File: src/rtl/c66x_enable_ctrl.sv
// Power-sequencer enable controller: POR hold-off, host request tracking, retry/backoff and fault latch.
// Optional feature: define C66X_ENABLE_CTRL_AUTORETRY_EN for retry with backoff; otherwise any failure latches FAULT.
module c66x_enable_ctrl #(
   parameter int TICK_DIV      = 8192,
   parameter int POR_TICKS     = 5,
   parameter int BACKOFF_TICKS = 16,
   parameter int STABLE_TICKS  = 64,
   parameter int MAX_RETRIES   = 3
) (
   input  logic       sysclk,
   input  logic       reset,
   input  logic       host_on_req,
   input  logic       fault_clear,
   input  logic [3:0] seq_state,
   output logic       enable,
   output logic       fault,
   output logic [1:0] retry_count,
   output logic [2:0] ctrl_state
);

   typedef enum logic [2:0] {
      ST_POR_WAIT = 3'b000,
      ST_IDLE     = 3'b001,
      ST_REQ_ON   = 3'b010,
      ST_RUNNING  = 3'b011,
      ST_BACKOFF  = 3'b100,
      ST_FAULT    = 3'b101
   } state_t;

   localparam int DIV_W = (TICK_DIV > 1) ? $clog2(TICK_DIV) : 1;
   localparam logic [7:0] POR_T     = 8'(POR_TICKS);
   localparam logic [7:0] BACKOFF_T = 8'(BACKOFF_TICKS);
   localparam logic [7:0] STABLE_T  = 8'(STABLE_TICKS);
   localparam logic [1:0] MAX_RC    = 2'(MAX_RETRIES);
   localparam logic [3:0] SEQ_ON    = 4'b1001;
   localparam logic [3:0] SEQ_BAD   = 4'b1010;

`ifdef C66X_ENABLE_CTRL_AUTORETRY_EN
   localparam bit RETRY_EN = 1'b1;
`else
   localparam bit RETRY_EN = 1'b0;
`endif

   state_t           state;
   state_t           state_next;
   logic [1:0]       rc_next;
   logic [DIV_W-1:0] div_cnt;
   logic             tick;
   logic [7:0]       tick_cnt;
   logic             host_meta;
   logic             host_sync;
   logic [3:0]       seq_q;
   logic             seq_fail;
   logic             en_next;

   // TICK_DIV is a power of two, so the divider simply wraps.
   assign tick       = &div_cnt;
   assign seq_fail   = (seq_q >= SEQ_BAD);
   assign ctrl_state = state;
   assign en_next    = (state_next == ST_REQ_ON) || (state_next == ST_RUNNING);

   always_ff @(posedge sysclk or posedge reset) begin
      if (reset) begin
         div_cnt   <= '0;
         host_meta <= 1'b0;
         host_sync <= 1'b0;
         seq_q     <= 4'b0000;
      end else begin
         div_cnt   <= div_cnt + DIV_W'(1);
         host_meta <= host_on_req;
         host_sync <= host_meta;
         seq_q     <= seq_state;
      end
   end

   always_ff @(posedge sysclk or posedge reset) begin
      if (reset) begin
         tick_cnt <= 8'd0;
      end else if (state_next != state) begin
         tick_cnt <= 8'd0;
      end else if (tick && (tick_cnt != 8'hFF)) begin
         tick_cnt <= tick_cnt + 8'd1;
      end
   end

   always_ff @(posedge sysclk or posedge reset) begin
      if (reset) begin
         state       <= ST_POR_WAIT;
         retry_count <= 2'd0;
         enable      <= 1'b0;
         fault       <= 1'b0;
      end else begin
         state       <= state_next;
         retry_count <= rc_next;
         enable      <= en_next;
         fault       <= (state_next == ST_FAULT);
      end
   end

   always_comb begin
      state_next = state;
      rc_next    = retry_count;
      if (fault_clear) begin
         rc_next = 2'd0;
      end
      case (state)
         ST_POR_WAIT: begin
            if (tick_cnt >= POR_T) begin
               state_next = ST_IDLE;
            end
         end
         ST_IDLE: begin
            if (host_sync) begin
               state_next = ST_REQ_ON;
            end
         end
         ST_REQ_ON, ST_RUNNING: begin
            // Host withdrawal wins over a coincident sequencer failure.
            if (!host_sync) begin
               state_next = ST_IDLE;
            end else if (seq_fail) begin
               if (RETRY_EN && (retry_count < MAX_RC)) begin
                  state_next = ST_BACKOFF;
                  rc_next    = retry_count + 2'd1;
               end else begin
                  state_next = ST_FAULT;
               end
            end else if ((state == ST_REQ_ON) && (seq_q == SEQ_ON)) begin
               state_next = ST_RUNNING;
            end else if ((state == ST_RUNNING) && (tick_cnt == STABLE_T)) begin
               rc_next = 2'd0;
            end
         end
         ST_BACKOFF: begin
            if (tick_cnt >= BACKOFF_T) begin
               state_next = host_sync ? ST_REQ_ON : ST_IDLE;
            end
         end
         ST_FAULT: begin
            if (fault_clear) begin
               state_next = ST_IDLE;
            end
         end
         default: begin
            state_next = ST_IDLE;
         end
      endcase
   end

endmodule
File: config.mk
export PLATFORM = sky130hd
export DESIGN_NAME = c66x_enable_ctrl
export DESIGN_NICKNAME = d
export VERILOG_FILES = /design/src/rtl/c66x_enable_ctrl.sv
export SDC_FILE = /design/constraint.sdc
export NUM_CORES = 1
export LEC_CHECK = 0
export BUFFER_PORTS_ARGS = -buffer_cell sky130_fd_sc_hd__buf_2
export CORE_MARGIN = 10
export CORE_UTILIZATION = 40
export CTS_CLUSTER_SIZE = 25
export DETAILED_ROUTE_END_ITERATION = 10
export GPL_ROUTABILITY_DRIVEN = 0
export PLACE_DENSITY = 0.54
export RECOVER_POWER = 25
export SLEW_MARGIN = 20
export SYNTH_ARGS = -nofsm -noshare
export SYNTH_HDL_FRONTEND = slang
export SYNTH_SLANG_ARGS = --single-unit
export TNS_END_PERCENT = 50
File: constraint.sdc
create_clock -name sysclk -period 2.6 [get_ports sysclk]
set_clock_uncertainty 0.1 [all_clocks]
set_input_delay 0 -clock sysclk [delete_from_list [all_inputs] [get_ports sysclk]]
set_output_delay 0 -clock sysclk [all_outputs]
set_load 0.03 [all_outputs]
## After elaboration in Yosys (flattened, before gate mapping)

Cells that the tools add are included.

- Register bits after elaboration: 34
- Output and inout bits: 7
- Word-level logic and storage cells: 51

- Add/sub/neg operators: 2
- Magnitude comparators: 3
- Eq/ne operators: 12
- Mux-type cells: 17
- Reduce and logical (&&, ||, !) cells: 8

Operator list:

| kind | count |
|---|---|
| $mux W3 | 7 |
| $mux W8 | 2 |
| $pmux W3 S5 | 1 |
| $mux W2 | 7 |
| $add A13 B1 Y13 const B | 1 |
| $reduce_and A13 Y1 | 1 |
| $eq A3 B2 Y1 const B | 4 |
| $eq A3 B3 Y1 const B | 3 |
| $add A8 B1 Y8 const B | 1 |
| $eq A8 B7 Y1 const B | 1 |
| $ge A8 B3 Y1 const B | 1 |
| $ge A8 B5 Y1 const B | 1 |
| $ne A8 B8 Y1 const B | 1 |
| $eq A4 B4 Y1 const B | 1 |
| $ge A4 B4 Y1 const B | 1 |
| $eq A3 B1 Y1 const B | 1 |
| $logic_and A1 B1 Y1 | 3 |
| $logic_not A3 Y1 | 1 |
| $ne A3 B3 Y1 | 1 |
| $reduce_bool A2 Y1 | 1 |
| $reduce_or A2 Y1 | 1 |
| $logic_or A1 B1 Y1 | 1 |

## Longest topological paths before layout

Gate-level depths: netlist of the first run.

- Word-level depth: 8
- Depth in mapped cells: 7
- Depth with buffers taken out: 7

## Worst setup path after synthesis of the first run

No wires, ideal clock.

- Kind: reg2reg
- Start: register div_cnt[0]
- End: register tick_cnt[6]
- Setup time: 80 ps
- Arrival time: 1750 ps
- Data required time: 2420 ps
- Slack: 669 ps
- Cell stages (with the launch flop): 7
- Path buffers: 0
- Path through: dfrtp_1 ha_1 nand3_1 nor4_4 nand3_2 or3b_1 a21oi_1

- Longest elaborated chain between the ends: 3

Ends and longest elaborated chain:

| what | line | RTL |
|---|---|---|
| start, declared | 47 | `logic [DIV_W-1:0] div_cnt;` |
| start signal, assigned | 69 | `div_cnt <= div_cnt + DIV_W'(1);` |
| $reduce_and A13 Y1 | 57 | `assign tick = &div_cnt;` |
| $logic_and A1 B1 Y1 | 81 | `end else if (tick && (tick_cnt != 8'hFF)) begin` |
| $reduce_bool A2 Y1 (no line) | n/a |  |
| end signal, assigned | 82 | `tick_cnt <= tick_cnt + 8'd1;` |
| end, declared | 49 | `logic [7:0] tick_cnt;` |

No other way between the ends.
A chain may end at the register's enable or synchronous reset.

## Worst setup path after layout of the first run

Ends and elaborated chain as after synthesis.

==> results of run 1 <==
## worst reg2reg max path, stage by stage (launching register included)
cell,delay [ns]
dfrtp_1,0.41
ha_1,0.26
nand3_1,0.16
nor4_4,0.49
nand3_2,0.18
or3b_1,0.38
a21oi_1,0.15
## metal layers
metal | part of all wire | vias to the layer above | GRT usage | wire (um)
li1 | - | 554 | - | -
met5 | 0 | - | 0 | 0
met4 | 0.023 | 0 | 0.0415 | 68
met1 | 0.45 | 529 | 0.0981 | 1370
met2 | 0.49 | 17 | 0.149 | 1460
met3 | 0.038 | 6 | 0.0381 | 116
## synthesized netlist by cell type (all sizes together)
cell    number  area (sq um)
xor2         6          52.6
mux2i        1          10.0
a41oi        1          8.76
and3         8          52.6
a211oi       4          30.0
clkbuf       2          7.51
nor2        13          48.8
and2         2          12.5
a31o         1          8.76
or3b         1          8.76
a21oi        3          15.0
o21ai        3          15.0
xnor2       10          87.6
a21o         1          7.51
nand4        6          43.8
ha           5          62.6
dfrtp       34           851
o211ai       1          7.51
nor4         3          33.8
nand2        6          22.5
nand3       10          55.1
or2          3          18.8
nor4bb       1          10.0
a22oi        1          7.51
inv          8          30.0
nor2b        2          12.5
o31ai        1          7.51
o32ai        1          8.76
o21a         3          22.5
nor3b        1          7.51
nand2b       2          12.5
## flip-flops by register name (all words and copies together) (netlist names)
register     count
div_cnt         13
tick_cnt         8
seq_q            4
ctrl_state       3
retry_count      2
enable           1
fault            1
host_meta        1
host_sync        1
## kinds of logic after synthesis
| kind of cell | share of synthesized area |
|---|---|
| xor+xnor | 0.0887 |
| compound gates | 0.0880 |
| flops | 0.539 |
| buf+inv | 0.0238 |
| simple gates | 0.215 |
| mux | 0.00634 |
| fa+ha+maj | 0.0396 |
## repair_timing
action,CTS,global route
resized for setup,0,0
hold endpoints to repair,41,0
hold buffers,7,0
## path summary, 6_finish.rpt
path,slack (ns),end,start,cells after the start
setup / recovery,0.38,tick_cnt[6],div_cnt[0],6
hold / removal,0.26,seq_q[3],seq_state[3],2
setup reg to reg,0.38,tick_cnt[6],div_cnt[0],6
hold reg to reg,0.26,host_sync,host_meta,0
max in group asynchronous,0.58,tick_cnt[7],reset,4
min in group asynchronous,0.80,div_cnt[8],reset,4
## area by class of cell
cell class | count | area (sq um)
Fill cell | 372 | 1870
Sequential cell | 34 | 851
Multi-Input combinational cell | 100 | 691
Timing Repair Buffer | 22 | 144
Clock buffer | 6 | 82.6
Tap cell | 48 | 60.1
Inverter | 8 | 30.0
Clock inverter | 2 | 12.5
## power groups by stage
stage	registers, W	clock network [W]	logic, W
5_1_grt	0.000538	0.000443	0.0000327
3_3_place_gp	0.000547	0	0.0000216
6_report	0.000538	0.000405	0.0000286
2_1_floorplan	0.000545	0	0.0000136
4_1_cts	0.000537	0.000420	0.0000302
3_5_place_dp	0.000548	0	0.0000221
## stage by stage
stage          worst slack (ns)  area, sq um  hold WS, ns  std cells   util
6_report                  0.376         1870        0.256        220  0.500
5_1_grt                   0.225         1870        0.257        220  0.500
4_1_cts                   0.370         1870        0.244        220  0.501
3_5_place_dp              0.407         1710      0.00979        205  0.457
3_3_place_gp              0.457         1710      0.00751        205  0.457
2_1_floorplan             0.669         1580      -0.0686        144      -
==> impl_metrics.toml, run 1 <==
[sta]
max-slew-margin-rel = -0.184
setup_viol = 0
finalSetupTns_ns = 0
finalMaxSlewViolations = 35
fin_crit_ns = 2.22
hold_viol = 0
min_period_over_period = 0.855
rsz0062_at_grt = "false"
fmaxAchievable_mhz = 450
tightest_slew_ns = 1.78

[run_status]
violations = "max-capacitance violations, max-slew violations"
status = "finished, violations left"

[worst_setup_path]
slowest_delay_ns = 0.49
crit_path_end_kind = "flip-flop"
cp_slowest_cell = "nor4_4"
arrival_ns = 2.32
critPathTopFamily = "simple AND/OR/NAND/NOR gates"
criticalPathCategory = "reg -> reg"
worst-path-max-fanout = 7
start_kind = "flip-flop"
cp_num_buf_inv = 0
crit_required_ns = 2.70
crit_chain = "ha_1 > nand3_1 > nor4_4 > nand3_2 > or3b_1 > a21oi_1"

[yosys]
yosysWarnings = 0
synth_fp_nets = 157
postSynthAreaPerCell_sq_um = 11.0
synth.distinct_cells = 35
ys_seq_area_frac = 0.539
mappedNetlistArea_sq_um = 1580
synthCells = 144
ys_ff_latch = 34

[floorplanning]
die_x_um = 82.8
die_y_um = 82.8
coreArea_sq_um = 3740
rows = 22
io_pins = 15
start_util = 0.422
die_area_sq_um = 6860

[detailed_routing]
wl_mm = 3.02
vias_per_cell = 5.03
first_pass_iters = 4
drcViolationCount = 0
drtIter0Drc = 63
ant_nets = 0
route.vias.total = 1106
wire_per_inst_um = 13.7

[grt]
grt_overflow = 0
grt_usage = 0.0903
antenna_found_initial = 0
grt_pass1_vias = 1136
grt_start_max_net_pins = 35
grt_pass1_wl_mm = 5.18

[power]
powerDensity_nw_per_um2 = 519
p_int_w = 0.000759
pwr-share-clk = 0.417
total_power_w = 0.000972
switching_share = 0.218
leakagePower_nw = 0.918
p_switching_w = 0.000212
ir_worst_vdd_uv = 377
p_seq_frac = 0.553
p_comb_frac = 0.029

[final_layout]
drive_gt1_frac = 0.180
area_delta_synth_final_pct = 18.5
final_common_cell = "dfrtp_1"
finalNetCount = 184
antenna_cells = 0
final_cell_mix = "dfrtp_1, buf_2, nor2_1, xnor2_1, nand3_1"

[cts]
clk_latency_ns = 0.28
clk_pin_slew_ns = 0.07
cts_sinks = 34
cts_setup_buffers = 0
cts-root-buf = "clkbuf_8"
cts_max_path_buffers = 2
cts_htree_levels = 2
cts_tree = "built"
cts_made_buffers = 5

[placement]
dpl.hpwl_mm = 2.11
port_buffers = 14

[run]
maxCapViolations = 1

[min_path]
hold_class = "in -> reg"
Power figures use the tool's default switching activity.
==> run 2: changes to the inputs <==
ABC_AREA = 1   (was not set)
HOLD_SLACK_MARGIN = 0.15   (was not set)
PLACE_DENSITY = 0.53   (was 0.54)
==> run 2 against run 1 <==
- the flow now finishes without violations
- via count up 14%
- die area is 8.5% higher
- first-iteration DRC count decreased by 24%
- synthesized cell count rose by 31%
- critical endpoint is now tick_cnt[3]
- register-to-register slack improved by 0.54 ns
- maximum frequency grew 32%
- design area up 9.3%
- total power fell by 0.77%
- cell count grew 22%
- largest cell class unchanged
- sequential power about the same
- routed wire length grew 4.6%
- non-clock buffer count stayed put
==> impl_metrics.toml, run 2 <==
[placement]
port_buffers = 14
dp_slack_ns = 0.908
dpl.hpwl_mm = 2.37
dpl.cell_count = 254

[cts]
cts_max_path_buffers = 2
cts_htree_levels = 2
cts_made_buffers = 5
clk_latency_ns = 0.28
cts-root-buf = "clkbuf_8"
cts_sinks = 34
cts_resized = 0
clk_pin_slew_ns = 0.07
cts_tree = "built"

[yosys]
async_flop_share = 1.00
ys_seq_area_frac = 0.484
synth_fp_nets = 202
ys_ff_latch = 34
synth_edf_count = 0
yosys.area.top_type_share = 0.484
ys_top_cells_by_count = "dfrtp_1, nand2_1, inv_1"
postSynthAreaPerCell_sq_um = 9.29
yosysWarnings = 0
synthCells = 189
synth_flop_cell = "dfrtp_1"
mappedNetlistArea_sq_um = 1760
synth_area_leaders = "dfrtp_1, xor2_1, nand2_1, inv_1, nor2_1"
synth.distinct_cells = 25
yosysTopAreaCell = "dfrtp_1"
synth_most_common_cell = "dfrtp_1"

[grt]
grt_pass1_wl_mm = 5.85
grt_pass1_vias = 1315
grt_usage = 0.0974
grt_start_max_net_pins = 35
grt_overflow = 0
antenna_found_initial = 0

[floorplanning]
die_y_um = 86.3
die_x_um = 86.3
coreArea_sq_um = 4290
io_pins = 15
start_util = 0.409
die_area_sq_um = 7440
rows = 24

[worst_setup_path]
crit_path_end_kind = "flip-flop"
ff2ff_setup_slack_ns = 0.91
endpoint = "tick_cnt[3]"
crit_required_ns = 2.67
worst-path-max-fanout = 7
criticalPathCategory = "reg -> reg"
ff2ff_path_depth = 8
rr_endpoint = "tick_cnt[3]"
regToRegStartpoint = "div_cnt[0]"
arrival_ns = 1.75
start_kind = "flip-flop"
cp-startpoint = "div_cnt[0]"

[final_layout]
antenna_cells = 0
largest_reg_flops = 13
drive_gt1_frac = 0.235
fin_cells = 269
final_cell_mix = "dfrtp_1, nand2_1, inv_1, nor2_1, buf_2"
reg_top3 = "div_cnt x13, tick_cnt x8, seq_q x4"
largest-register = "div_cnt"
final_common_cell = "dfrtp_1"
finalNetCount = 229
post-route-util = 0.476
area_delta_synth_final_pct = 16.4

[sta]
finalSetupTns_ns = 0
tightest_slew_ns = 0.418
setup_viol = 0
max-slew-margin-rel = 0.721
finalMaxSlewViolations = 0
hold_viol = 0
fin_ws_ns = 0.914
fmaxAchievable_mhz = 593
fin_crit_ns = 1.69
min_period_over_period = 0.648
rsz0062_at_grt = "false"

[min_path]
hold_class = "in -> async"

[detailed_routing]
first_pass_iters = 4
route.vias.total = 1257
wire_per_inst_um = 11.7
drcViolationCount = 0
ant_nets = 0
drtIter0Drc = 48
wl_mm = 3.15
vias_per_cell = 4.67

[power]
leakagePower_nw = 1.00
ir_worst_vdd_uv = 228
powerDensity_nw_per_um2 = 472

[run]
maxCapViolations = 0

[run_status]
status = "complete, no violations"
run 2: changes by cell type in the layout (fill, tap and decap cells not counted), sizes merged, moves of 3 or more:
cell / before / now
a211oi: 4 / 0
and3: 8 / 0
inv: 8 / 27
nand2: 6 / 32
nand3: 10 / 18
nor2: 13 / 34
nor3: 0 / 3
o21a: 3 / 0
xnor2: 10 / 4
xor2: 6 / 12
run 2: layout make-up:
type / instances / area [sq um]
flip-flops and latches: 34 / 851
repair buffers: 22 / 148
fillers: 429 / 2250
clock buffers: 7 / 86.3
multi-input cells: 126 / 788
inverters: 27 / 101
clock inverters: 1 / 5.00
well taps: 52 / 65.1
run 2: worst min path at each step:
stage	startpoint	end	slack, ns	cells after the start
floorplan	host_on_req	host_meta	-0.07	0
global placement	reset	retry_count[1]	0.01	3
detailed placement	seq_state[2]	seq_q[2]	0.01	1
CTS	seq_state[1]	seq_q[1]	0.24	2
global route	host_on_req	host_meta	0.25	2
finish	reset	fault	0.25	4
run 2: metal layers:
layer / global-route usage / vias up / wire length [um]
li1: - / 646 / -
met2: 0.160 / 26 / 1560
met3: 0.0403 / 7 / 214
met1: 0.106 / 578 / 1310
met4: 0.0486 / 0 / 66
met5: 0 / - / 0
run 2: timing repair:
item,CTS,global route
hold buffers,7,0
setup buffers,0,0
endpoints found under the hold margin,43,0
run 2: report_power, final:
part           switching (W)   total, W  internal, W
Clock               0.000184   0.000397     0.000213
Sequential        0.00000361   0.000537     0.000534
Combinational      0.0000162  0.0000298    0.0000137
run 2: critical path, stage by stage (launching register included):
cell	delay (ns)
dfrtp_1	0.39
ha_1	0.21
nand2_2	0.08
nor2_4	0.15
nand4_4	0.14
nor2_4	0.19
nand2_1	0.10
xor2_1	0.15
nor2_1	0.06
run 2: logic make-up after synthesis:
kind of cell             Yosys count  synth area share
XOR/XNOR                          16            0.0798
adder cells (fa/ha/maj)            5            0.0356
buffers and inverters             29            0.0669
flip-flops                        34             0.484
AO/OA/AOI/OAI                      8            0.0285
AND/OR/NAND/NOR                   97             0.305
run 2: metrics by stage:
step	cell area (sq um)	total power, W	hold slack (ns)
floorplan	1760	0.000559	-0.0686
global placement	1880	0.000570	0.00989
detailed placement	1880	0.000570	0.00979
CTS	2040	0.000988	0.240
global route	2040	0.00102	0.250
finish	2040	0.000964	0.246
